`config.mk`:
```
export PLATFORM = sky130hd
export DESIGN_NAME = d_sram_like_ctrl_flat
export DESIGN_NICKNAME = d
export VERILOG_FILES = /design/src/rtl/d_sram_like_ctrl_pkg.sv /design/src/rtl/d_sram_like_ctrl_if.sv /design/src/rtl/d_sram_like_ctrl.sv /design/src/flat_wrapper.sv
export SDC_FILE = /design/constraint.sdc
export NUM_CORES = 1
export LEC_CHECK = 0
export BUFFER_PORTS_ARGS = -buffer_cell sky130_fd_sc_hd__buf_2
export CAP_MARGIN = 20
export CORE_AREA = 4 4 108 110
export CTS_CLUSTER_SIZE = 12
export DETAILED_ROUTE_END_ITERATION = 8
export DIE_AREA = 0 0 112 114
export PLACE_DENSITY = 0.89
export SYNTH_ARGS = -nofsm -noshare
export SYNTH_HDL_FRONTEND = slang
export SYNTH_SLANG_ARGS = --single-unit
```
`constraint.sdc`:
```
create_clock -name clk -period 2.1 [get_ports clk]
set_clock_uncertainty 0.1 [all_clocks]
set_input_delay 0.21 -clock clk [delete_from_list [all_inputs] [get_ports clk]]
set_output_delay 0.21 -clock clk [all_outputs]
set_load 0.005 [all_outputs]
```
`src/rtl/d_sram_like_ctrl_pkg.sv`:
```
// Shared types for the M-stage sram-like data-access controller.
package d_sram_like_ctrl_pkg;
   typedef enum logic [1:0] {SZ_BYTE = 2'd0, SZ_HALF = 2'd1, SZ_WORD = 2'd2} size_e;
   typedef enum logic [1:0] {S_IDLE, S_REQ, S_WAIT, S_DONE} state_e;
endpackage

```
`src/rtl/d_sram_like_ctrl_if.sv`:
```
// sram-like data bus: req/addr_ok address phase, data_ok data phase.
interface d_sram_like_ctrl_if #(
   parameter int ADDR_W = 32,
   parameter int DATA_W = 32
);
   logic              data_req;
   logic              data_wr;
   logic [1:0]        data_size;
   logic [ADDR_W-1:0] data_addr;
   logic [DATA_W-1:0] data_wdata;
   logic              data_addr_ok;
   logic              data_data_ok;
   logic [DATA_W-1:0] data_rdata;

   modport master (
      output data_req, data_wr, data_size, data_addr, data_wdata,
      input  data_addr_ok, data_data_ok, data_rdata
   );
   modport slave (
      input  data_req, data_wr, data_size, data_addr, data_wdata,
      output data_addr_ok, data_data_ok, data_rdata
   );
endinterface

```
`src/rtl/d_sram_like_ctrl.sv`:
```
// Turns one M-stage load/store into exactly one sram-like bus transaction and
// stalls the pipeline until the data phase completes.
module d_sram_like_ctrl
   import d_sram_like_ctrl_pkg::*;
#(
   parameter int ADDR_W = 32,
   parameter int DATA_W = 32
) (
   input  logic              clk,
   input  logic              rst,
   input  logic              mem_en_i,
   input  logic              mem_wr_i,
   input  logic [3:0]        sel_i,
   input  logic [1:0]        size_i,
   input  logic [ADDR_W-1:0] addr_i,
   input  logic [DATA_W-1:0] wdata_i,
   input  logic              except_i,
   input  logic              stall_i,
   d_sram_like_ctrl_if.master bus,
   output logic [DATA_W-1:0] rdata_o,
   output logic              stallreq_o
);

   state_e            state_q, state_d;
   logic              wr_q, wr_d;
   logic [1:0]        size_q, size_d;
   logic [ADDR_W-1:0] addr_q, addr_d;
   logic [DATA_W-1:0] wdata_q, wdata_d;
   logic [DATA_W-1:0] rdata_q, rdata_d;
   logic              go;

   // Faulting instructions and stores with no active lane never reach the bus.
   assign go = mem_en_i & ~except_i & ~(mem_wr_i & ~|sel_i);

   always_comb begin
      state_d        = state_q;
      wr_d           = wr_q;
      size_d         = size_q;
      addr_d         = addr_q;
      wdata_d        = wdata_q;
      rdata_d        = rdata_q;
      bus.data_req   = 1'b0;
      bus.data_wr    = wr_q;
      bus.data_size  = size_q;
      bus.data_addr  = addr_q;
      bus.data_wdata = wdata_q;
      rdata_o        = rdata_q;
      stallreq_o     = 1'b0;
      case (state_q)
         S_IDLE: begin
            bus.data_req   = go;
            bus.data_wr    = mem_wr_i;
            bus.data_size  = size_i;
            bus.data_addr  = addr_i;
            bus.data_wdata = wdata_i;
            stallreq_o     = go;
            if (go) begin
               wr_d    = mem_wr_i;
               size_d  = size_i;
               addr_d  = addr_i;
               wdata_d = wdata_i;
               state_d = bus.data_addr_ok ? S_WAIT : S_REQ;
            end
         end
         S_REQ: begin
            bus.data_req = 1'b1;
            stallreq_o   = 1'b1;
            if (bus.data_addr_ok) state_d = S_WAIT;
         end
         S_WAIT: begin
            // data_ok cycle releases the pipeline with the load data bypassed.
            if (bus.data_data_ok) begin
               rdata_d = bus.data_rdata;
               rdata_o = bus.data_rdata;
               state_d = stall_i ? S_DONE : S_IDLE;
            end else begin
               stallreq_o = 1'b1;
            end
         end
         S_DONE: begin
            // Held by another stall source: the access is finished, do not re-issue.
            if (!stall_i) state_d = S_IDLE;
         end
         default: state_d = S_IDLE;
      endcase
   end

   always_ff @(posedge clk) begin
      if (rst) begin
         state_q <= S_IDLE;
         wr_q    <= 1'b0;
         size_q  <= 2'd0;
         addr_q  <= '0;
         wdata_q <= '0;
         rdata_q <= '0;
      end else begin
         state_q <= state_d;
         wr_q    <= wr_d;
         size_q  <= size_d;
         addr_q  <= addr_d;
         wdata_q <= wdata_d;
         rdata_q <= rdata_d;
      end
   end

endmodule

```
`src/flat_wrapper.sv`:
```
// flat-port wrapper written by rule: the top's interface ports become plain ports
module d_sram_like_ctrl_flat import d_sram_like_ctrl_pkg::*;
#(
   parameter int ADDR_W = 32,
   parameter int DATA_W = 32
)
  (clk, rst, mem_en_i, mem_wr_i, sel_i, size_i, addr_i, wdata_i, except_i, stall_i, rdata_o, stallreq_o, bus_data_req, bus_data_wr, bus_data_size, bus_data_addr, bus_data_wdata, bus_data_addr_ok, bus_data_data_ok, bus_data_rdata);
  d_sram_like_ctrl_if #(.ADDR_W(ADDR_W), .DATA_W(DATA_W)) bus_i ();
  input  logic clk;
  input  logic rst;
  input  logic mem_en_i;
  input  logic mem_wr_i;
  input  logic [3:0] sel_i;
  input  logic [1:0] size_i;
  input  logic [ADDR_W-1:0] addr_i;
  input  logic [DATA_W-1:0] wdata_i;
  input  logic except_i;
  input  logic stall_i;
  output logic [DATA_W-1:0] rdata_o;
  output logic stallreq_o;
  output wire logic [$bits(bus_i.data_req)-1:0] bus_data_req;
  output wire logic [$bits(bus_i.data_wr)-1:0] bus_data_wr;
  output wire logic [$bits(bus_i.data_size)-1:0] bus_data_size;
  output wire logic [$bits(bus_i.data_addr)-1:0] bus_data_addr;
  output wire logic [$bits(bus_i.data_wdata)-1:0] bus_data_wdata;
  input wire logic [$bits(bus_i.data_addr_ok)-1:0] bus_data_addr_ok;
  input wire logic [$bits(bus_i.data_data_ok)-1:0] bus_data_data_ok;
  input wire logic [$bits(bus_i.data_rdata)-1:0] bus_data_rdata;
  assign bus_data_req = bus_i.data_req;
  assign bus_data_wr = bus_i.data_wr;
  assign bus_data_size = bus_i.data_size;
  assign bus_data_addr = bus_i.data_addr;
  assign bus_data_wdata = bus_i.data_wdata;
  assign bus_i.data_addr_ok = bus_data_addr_ok;
  assign bus_i.data_data_ok = bus_data_data_ok;
  assign bus_i.data_rdata = bus_data_rdata;
  d_sram_like_ctrl #(.ADDR_W(ADDR_W), .DATA_W(DATA_W)) u_core (.clk(clk), .rst(rst), .mem_en_i(mem_en_i), .mem_wr_i(mem_wr_i), .sel_i(sel_i), .size_i(size_i), .addr_i(addr_i), .wdata_i(wdata_i), .except_i(except_i), .stall_i(stall_i), .bus(bus_i), .rdata_o(rdata_o), .stallreq_o(stallreq_o));
endmodule
```
# ---- After elaboration in Yosys (flattened, before gate mapping)
# Index checks and enable logic that the tools add are counted.
dict set report word_totals {
  ff_bits 101
}
dict set report op_classes {
  bitwise 5
  n_reduce_logical 5
  n_eq_ne 7
  n_mux 16
}
# op n
set ops {}
lappend ops {{two-way mux 32 bit} 4}
lappend ops {{two-way mux 2 bit} 7}
lappend ops {{case mux 2 bit (4 select lines)} 1}
lappend ops {{!= test 2 bit (second input constant)} 3}
lappend ops {{equality test 2 bit (second input constant)} 2}
lappend ops {{AND reduction 4 bit} 1}
lappend ops {{OR reduction 4 bit} 1}
lappend ops {{AND 1 bit} 3}
lappend ops {{case mux 1 bit (3 select lines)} 1}
lappend ops {{equality test 2 x 1 -> 1 bit (second input constant)} 1}
lappend ops {{logical NOT 2 bit} 1}
lappend ops {{two-way mux 1 bit} 2}
lappend ops {{!= test 2 x 1 -> 1 bit (second input constant)} 1}
lappend ops {{NOT 1 bit} 2}
lappend ops {{case mux 1 bit (2 select lines)} 1}
lappend ops {{AND reduction 2 bit} 1}
lappend ops {{logical NOT 1 bit} 1}

# ---- Logic depth before layout (Yosys ltp)
# Gate-level depths: netlist (run 1).
dict set report depth {
  ltp_word 7
  depth_mapped 5
  mapped_depth_nobuf 3
}

# ---- Worst setup path before layout (run 1)
# Ideal clock, no wire load.
dict set report synth_timing {
  kind {reg-to-reg}
  startpoint {register u_core.state_q[1]}
  endpoint {register u_core.addr_q[25]}
  t_required_ps 1928
  path_slack_ps 380
  path_stages_with_launch 6
  arrival_time_ps 1548
  path_buffers 2
  cell_sequence {dfxtp_1 -> or4b_1 -> a21oi_2 -> buf_6 -> buf_6 -> mux2i_1}
}
dict set report synth_via {
  elab_chain_len 2
}
# element line_no
set synth_rtl {}
lappend synth_rtl {{start, declared} d_sram_like_ctrl.sv:24} ;# state_e state_q, state_d;
lappend synth_rtl {{start signal, assigned} d_sram_like_ctrl.sv:97} ;# state_q <= state_d;
lappend synth_rtl {{logical NOT 2 bit} d_sram_like_ctrl.sv:49} ;# case (state_q)
lappend synth_rtl {{AND reduction 2 bit (no source line)} n/a}
lappend synth_rtl {{end signal, assigned} d_sram_like_ctrl.sv:100} ;# addr_q <= addr_d;
lappend synth_rtl {{end, declared} d_sram_like_ctrl.sv:27} ;# logic [ADDR_W-1:0] addr_q, addr_d;
# No other way between the ends.
# A chain may end at the register's enable or synchronous reset.

# ---- Final worst setup path (run 1)
dict set report layout_timing {
  startpoint {register u_core.state_q[0]}
  endpoint {output bus_data_addr[9]}
}
dict set report layout_via {
  elab_chain_len 2
}
# element line_no
set layout_rtl {}
lappend layout_rtl {{logical NOT 2 bit} d_sram_like_ctrl.sv:49}
lappend layout_rtl {{two-way mux 32 bit} d_sram_like_ctrl.sv:49}
lappend layout_rtl {{end, declared} flat_wrapper.sv:24} ;# output wire logic [$bits(bus_i.data_addr)-1:0] bus_data_addr;
# No other way between the ends.

==> results by group, run 1 <==
Power and ir drop
  – Seq pwr share: 0.474
  – Comb pwr share: 0.215
  – P_sw: 1.12 mW
  – Clock network fraction of total power: 0.311
  – Pwr/cell area: 654 nW/um2
  – Internal power: 3.21 mW
  – Overall power: 4.33 mW
  – Peak VDD IR: 324 uV
  – Net Sw Frac: 0.259
  – Leak: 3.02 nW

Global routing
  – Total global routing overflow: 0
  – Number of global-route vias before repair: 4213
  – Global-route wire length before repair: 19700 um
  – Initial antenna violation count: 0
  – Total GRT Usage: 0.186
  – Largest net degree at the start of global routing: 71

STA
  – Final setup vio count: 0
  – Slew @ Worst Pin: 0.498 ns
  – Relative max-transition margin: 0.668
  – RSZ-0062 raised after global routing: true
  – Fin crit share: 0.966
  – WHS: 0.0165 ns
  – Hold Fails Final Rpt: 0
  – Fin. max-slew vios: 0
  – Fmax: 493 MHz
  – Min cycle time layout: 2.03 ns

Layout
  – Final core area utilization: 0.619
  – Fin nets: 792
  – Final instance area: 6620 um2
  – FILL cells: 906
  – Area grow syn2layout: 29.1%
  – Antenna cells: 0
  – Fraction of layout cells with a size suffix above 1: 0.475

Min path
  – Hold path cells: 3
  – Min-delay src: size_i[0]
  – Worst hold-check path type: in -> reg
  – Worst Hold End: u_core.size_q[0]

Critical path
  – WP buf/inv: 2
  – CP startpoint kind: register
  – Delay-heaviest family, CP: buffers and inverters
  – Worst Setup End Kind: primary output
  – Critical Path AT: 1.72 ns
  – Slowest-stage cell, CP: mux2_2
  – Critical path type: reg -> out
  – Largest stage delay on the critical path: 0.37 ns
  – Worst R2R Path Depth: 4
  – Worst Path Required: 1.79 ns
  – Reg2reg end: u_core.wdata_q[6]
  – CP Cell Sequence: nor2_4, clkbuf_16, mux2_2, buf_2
  – Crit path max fanout: 18
  – R2R Setup Slk: 0.24 ns
  – Worst reg2reg path startpoint: u_core.state_q[1]

Synthesis
  – Yosys top cell by area: dfxtp_1
  – Count leader, synth: nand2b_1
  – Post-Syn Area: 5130 um2
  – Synth area leaders: dfxtp_1 (39%), mux2_2 (19%), nand2b_1 (16%)
  – Synth Warn #: 0
  – Main flop type after synthesis: dfxtp_1
  – Synth cell count leaders: nand2b_1 (134), dfxtp_1 (101), mux2_2 (87)
  – FFs w/ async S/R, synth: 0
  – Mapped Nets: 595
  – Distinct cells, synth: 21
  – Mapped Cells: 485
  – Post-synth top area share: 0.394
  – Seq cells post-synth: 101
  – Seq/Total Area, Yosys: 0.394
  – Avg Cell Area, Syn: 10.6 um2
  – Post-synth EDFFs: 0

Flow run
  – Max Cap Violations: 0

Detailed routing
  – DRT Wirelength: 12900 um
  – Drt pass-1 iters: 4
  – Antenna-violating nets left: 0
  – Wire per inst: 15.6 um
  – Vias per std cell: 4.96
  – Via count: 4100
  – DRC Markers: 0
  – Initial detailed-routing violation count: 146

Floorplan
  – Die H: 114 um
  – Initial Util: 0.479
  – # rows: 38
  – Core Region: 10700 um2
  – # IOs: 211
  – Die Width: 112 um
  – Die area: 12800 um2

CTS
  – Root Buffer: clkbuf_8
  – Clock Sinks: 101
  – Clock buffer depth: 2
  – Number of CTS-inserted buffers: 9
  – CTS tree: done
  – # Post-CTS Setup Buffers: 0
  – Clk_lat worst skew: 0.34 ns
  – H-tree level count: 3
  – Worst-path clk slew: 0.10 ns

Placement
  – DP Area: 6340 um2
  – Port buffer count: 210
  – DPL Wire Length: 9280 um
  – Routability cong.: 0.813

Status
  – Status: complete, no violations
[area by class of cell]
type | instances | area [um2] | area share
Multi-Input combinational cell | 346 | 2930 | 0.443
Sequential cell | 101 | 2020 | 0.306
Timing Repair Buffer | 221 | 1260 | 0.191
Tap cell | 140 | 175 | 0.0265
Clock buffer | 11 | 131 | 0.0198
Clock inverter | 5 | 83.8 | 0.0127
Inverter | 3 | 11.3 | 0.00170
[power by group through the flow]
stage          sequential [mW]  clock (mW)  combinational (mW)
2_1_floorplan             2.08           0               0.529
3_3_place_gp              2.09           0               0.873
3_5_place_dp              2.09           0               0.900
4_1_cts                   2.05        1.38               0.904
5_1_grt                   2.06        1.46                1.01
6_report                  2.05        1.35               0.932
[metrics by stage]
step | setup TNS (ns) | setup slack [ns] | cells
6_report | 0 | 0.0713 | 827
5_1_grt | -0.0136 | -0.00510 | 827
4_1_cts | 0 | 0.00580 | 824
3_5_place_dp | 0 | 0.241 | 808
3_3_place_gp | 0 | 0.291 | 808
2_1_floorplan | 0 | 0.380 | 485
[cells in the final DEF (no fill, tap or decap), types with 2 or more instances in the layout]
cell type	n
a211oi_1	2
a21oi_1	3
buf_12	7
buf_2	209
buf_4	2
bufinv_16	2
clkbuf_1	2
clkbuf_16	2
clkbuf_8	9
clkinvlp_4	2
dfxtp_1	99
dfxtp_2	2
inv_1	3
mux2_1	12
mux2_2	87
mux2i_1	67
nand2b_1	134
nor2b_1	32
[layer usage]
layer / routed length (um) / share of wire / GRT usage / up-vias
met5: 0 / 0 / 0 / -
met4: 161 / 0.012 / 0.0553 / 0
met3: 612 / 0.047 / 0.0329 / 13
met2: 6730 / 0.52 / 0.345 / 110
met1: 5390 / 0.42 / 0.219 / 1964
li1: - / - / - / 2013
[worst reg2reg max path: cells and delay by family (launching register included)]
| kind | cells | cell delay [ns] |
|---|---|---|
| muxes | 1 | 0.24 |
| buffers and inverters | 1 | 0.24 |
| DFF | 1 | 0.37 |
| AOI/OAI and AO/OA | 1 | 0.26 |
| and+or+nand+nor | 1 | 0.58 |
[worst max path at each step]
stage	startpoint	endpoint	slack, ns	cells past startpoint
2_1_floorplan	u_core.state_q[1]	u_core.addr_q[25]	0.38	5
3_3_place_gp	u_core.state_q[1]	u_core.size_q[0]	0.29	4
3_5_place_dp	u_core.state_q[1]	u_core.addr_q[27]	0.24	4
4_1_cts	u_core.state_q[1]	bus_data_addr[9]	0.006	4
5_1_grt	u_core.state_q[0]	bus_data_addr[9]	-0.005	4
6_report	u_core.state_q[0]	bus_data_addr[9]	0.07	4
[kinds of logic (layout without fill, tap and decap cells)]
family                 after synthesis  after routing  synth area share
muxes                              166            166             0.348
and+or+nand+nor                    171            171             0.209
buffers and inverters               38            240            0.0366
DFF                                101            101             0.394
AOI/OAI and AO/OA                    9              9            0.0122
[timing repair]
| item | 4_1_cts | 5_1_grt |
|---|---|---|
| hold buffers | 0 | 0 |
| resized for setup | 0 | 6 |
| setup endpoints to repair | 0 | 84 |
[registers in the layout, summed over array words and instances (netlist names)]
name / cells
u_core.state_q: 2
u_core.wr_q: 1
u_core.addr_q: 32
u_core.size_q: 2
u_core.rdata_q: 32
u_core.wdata_q: 32
(Power assumes the default switching activity.)
==> inputs of run 2 (changes only) <==
- CORE_AREA: 4 4 108 110 -> 4 4 113 115
- DIE_AREA: 0 0 112 114 -> 0 0 117 119
- PLACE_DENSITY: 0.89 -> 0.76
- clock period: 2.1 -> 1.7 ns (I/O delays scaled with it)
==> run 2 against run 1 <==
The flow now finishes with violations (setup timing); global-route usage is 2.7 points higher; die area is 9.0% higher; flip-flop and latch count stayed put; register-to-register slack worse by 0.43 ns; cell count is 8.9% higher; sequential power is 24% higher; combinational power is 86% higher; total power is 50% higher; critical path type unchanged.
==> results by group, run 2 (same netlist as run 1, synthesis figures left out) <==
Detailed routing
  – Via count: 4486 (was 4100)
  – Antenna-violating nets left: 0 (unchanged)
  – DRC Markers: 0 (unchanged)
  – Vias per std cell: 4.98 (was 4.96)
  – Drt pass-1 iters: 6 (was 4)
  – DRT Wirelength: 16100 um (was 12900 um)
  – Initial detailed-routing violation count: 223 (was 146)
  – Wire per inst: 17.9 um (was 15.6 um)

Power and ir drop
  – Pwr/cell area: 799 nW/um2 (was 654 nW/um2)
  – Comb pwr share: 0.266 (was 0.215)
  – Net Sw Frac: 0.246 (was 0.259)
  – Overall power: 6.50 mW (was 4.33 mW)
  – Clock network fraction of total power: 0.344 (was 0.311)
  – Peak VDD IR: 424 uV (was 324 uV)
  – Seq pwr share: 0.390 (was 0.474)
  – Internal power: 4.90 mW (was 3.21 mW)
  – Leak: 3.81 nW (was 3.02 nW)
  – P_sw: 1.60 mW (was 1.12 mW)

STA
  – Fmax: 496 MHz
  – Slew @ Worst Pin: 0.307 ns (was 0.498 ns)
  – Relative max-transition margin: 0.795 (was 0.668)
  – RSZ-0062 raised after global routing: true (unchanged)
  – Hold Fails Final Rpt: 0 (unchanged)
  – Setup WS post-layout: -0.317 ns (was 0.0713 ns)
  – Fin. max-slew vios: 0 (unchanged)
  – Min cycle time layout: 2.02 ns
  – Fin crit share: 1.19
  – WHS: 0.000324 ns (was 0.0165 ns)
  – Final setup vio count: 159 (was 0)

Floorplan
  – Initial Util: 0.434 (was 0.479)
  – Die Width: 117 um (was 112 um)
  – # IOs: 211 (unchanged)
  – Die H: 119 um (was 114 um)
  – Die area: 13900 um2 (was 12800 um2)
  – Core Region: 11800 um2 (was 10700 um2)
  – # rows: 40 (was 38)

Status
  – Status: finished, violations left (was complete, no violations)
  – Failing checks: setup timing

Min path
  – Hold path cells: 3 (unchanged)
  – Worst hold-check path type: in -> reg (unchanged)

Critical path
  – Worst Setup End Kind: primary output (unchanged)
  – CP startpoint kind: register (unchanged)
  – Worst R2R Path Depth: 5 (was 4)
  – Worst Path Required: 1.43 ns (was 1.79 ns)
  – Critical Path AT: 1.75 ns (was 1.72 ns)
  – Critical path type: reg -> out (unchanged)
  – Crit path max fanout: 11 (was 18)

CTS
  – Number of CTS-inserted buffers: 9 (unchanged)
  – Worst-path clk slew: 0.07 ns (was 0.10 ns)
  – Clock buffer depth: 2 (unchanged)
  – Root Buffer: clkbuf_16 (was clkbuf_8)
  – Clk_lat worst skew: 0.34 ns (about the same)
  – CTS tree: done (unchanged)
  – H-tree level count: 3 (unchanged)
  – Clock Sinks: 101 (unchanged)

Layout
  – Most frequent cells in the layout: buf_2 (159), nand2b_1 (134), dfxtp_1 (99) (was buf_2 (209), nand2b_1 (134), dfxtp_1 (99))
  – Fin nets: 859 (was 792)
  – Biggest regs: u_core.addr_q (32), u_core.rdata_q (32), u_core.wdata_q (32) (unchanged)
  – Commonest non-fill, non-tap cell in the layout: buf_2 (unchanged)
  – Final core area utilization: 0.689 (was 0.619)
  – Area grow syn2layout: 58.7% (was 29.1%)
  – Antenna cells: 0 (unchanged)
  – Reg area: 2020 um2 (unchanged)
  – Fraction of layout cells with a size suffix above 1: 0.464 (was 0.475)
  – Final instance area: 8140 um2 (was 6620 um2)
  – FILL cells: 814 (was 906)
  – Area of the multi-input gates: 3150 um2 (was 2930 um2)

Global routing
  – Total GRT Usage: 0.212 (was 0.186)
  – Largest net degree at the start of global routing: 99 (was 71)
  – Global-route wire length before repair: 23300 um (was 19700 um)
  – Number of global-route vias before repair: 4702 (was 4213)
  – Initial antenna violation count: 0 (unchanged)
  – Total global routing overflow: 0 (unchanged)

Flow run
  – Max Cap Violations: 0 (unchanged)

Placement
  – DPL Wire Length: 9270 um (was 9280 um)
  – DP Area: 6390 um2 (was 6340 um2)
  – Routability cong.: 0.756 (was 0.813)
  – Port buffer count: 210 (unchanged)
==> run 2: cell types whose count changed in the layout (fill, tap and decap cells not counted), sizes merged <==
cell / previous run / this run
dlygate4sd3: 0 / 51
buf: 219 / 231
bufbuf: 0 / 4
clkinv: 0 / 2
clkinvlp: 2 / 0
==> run 2: power by group through the flow <==
stage	Clock, mW	Sequential (mW)	Combinational, mW
final	2.24	2.54	1.73
after global routing	2.38	2.54	1.84
after CTS	2.29	2.53	1.50
after detailed placement	0	2.58	1.14
after global placement	0	2.57	1.11
after floorplan	0	2.56	0.659
==> run 2: per-stage QoR <==
stage | setup WS [ns] | cells | TNS [ns]
after floorplan | 0.0164 | 485 | 0
after global placement | -0.00893 | 818 | -0.197
after detailed placement | -0.0881 | 818 | -2.09
after CTS | -0.307 | 899 | -30.69
after global routing | -0.363 | 901 | -38.13
final | -0.317 | 901 | -29.84
==> run 2: worst max-delay path, stage by stage (launching register included) <==
cell and delay [ns]:
dfxtp_2 0.32, buf_6 0.12, nor2_4 0.14, buf_12 0.16
clkbuf_16 0.18, mux2_2 0.35, buf_2 0.13
==> run 2: area by class of cell <==
class / instances / area share
clock inverter: 5 / 0.0101
sequential: 101 / 0.249
inverter: 3 / 0.00138
timing repair buffer: 288 / 0.300
multi-input combinational: 346 / 0.387
tap: 147 / 0.0226
clock buffer: 11 / 0.0298
==> run 2: worst paths after layout <==
check,end,slack (ns),start
hold reg to reg,u_core.addr_q[10],0.37,u_core.addr_q[10]
hold / removal,u_core.addr_q[10],0.0003,addr_i[10]
setup / recovery,bus_data_wdata[11],-0.32,u_core.state_q[0]
setup reg to reg,u_core.addr_q[27],-0.19,u_core.state_q[0]
==> run 2: layer usage <==
metal / vias to the layer above / track usage / share of wire
li1: 2154 / - / -
met1: 2136 / 0.234 / 0.39
met2: 152 / 0.383 / 0.53
met3: 44 / 0.0447 / 0.047
met4: 0 / 0.0925 / 0.036
met5: - / 0 / 0
==> run 2: timing repair <==
| item | CTS | global route |
|---|---|---|
| gates cloned | 8 | 2 |
| pin swaps | 1 | 0 |
| endpoints found under the hold margin | 51 | 0 |
| buffers inserted | 6 | 0 |
| hold buffers | 51 | 0 |
| setup endpoints to repair | 167 | 167 |
| resized for setup | 50 | 72 |
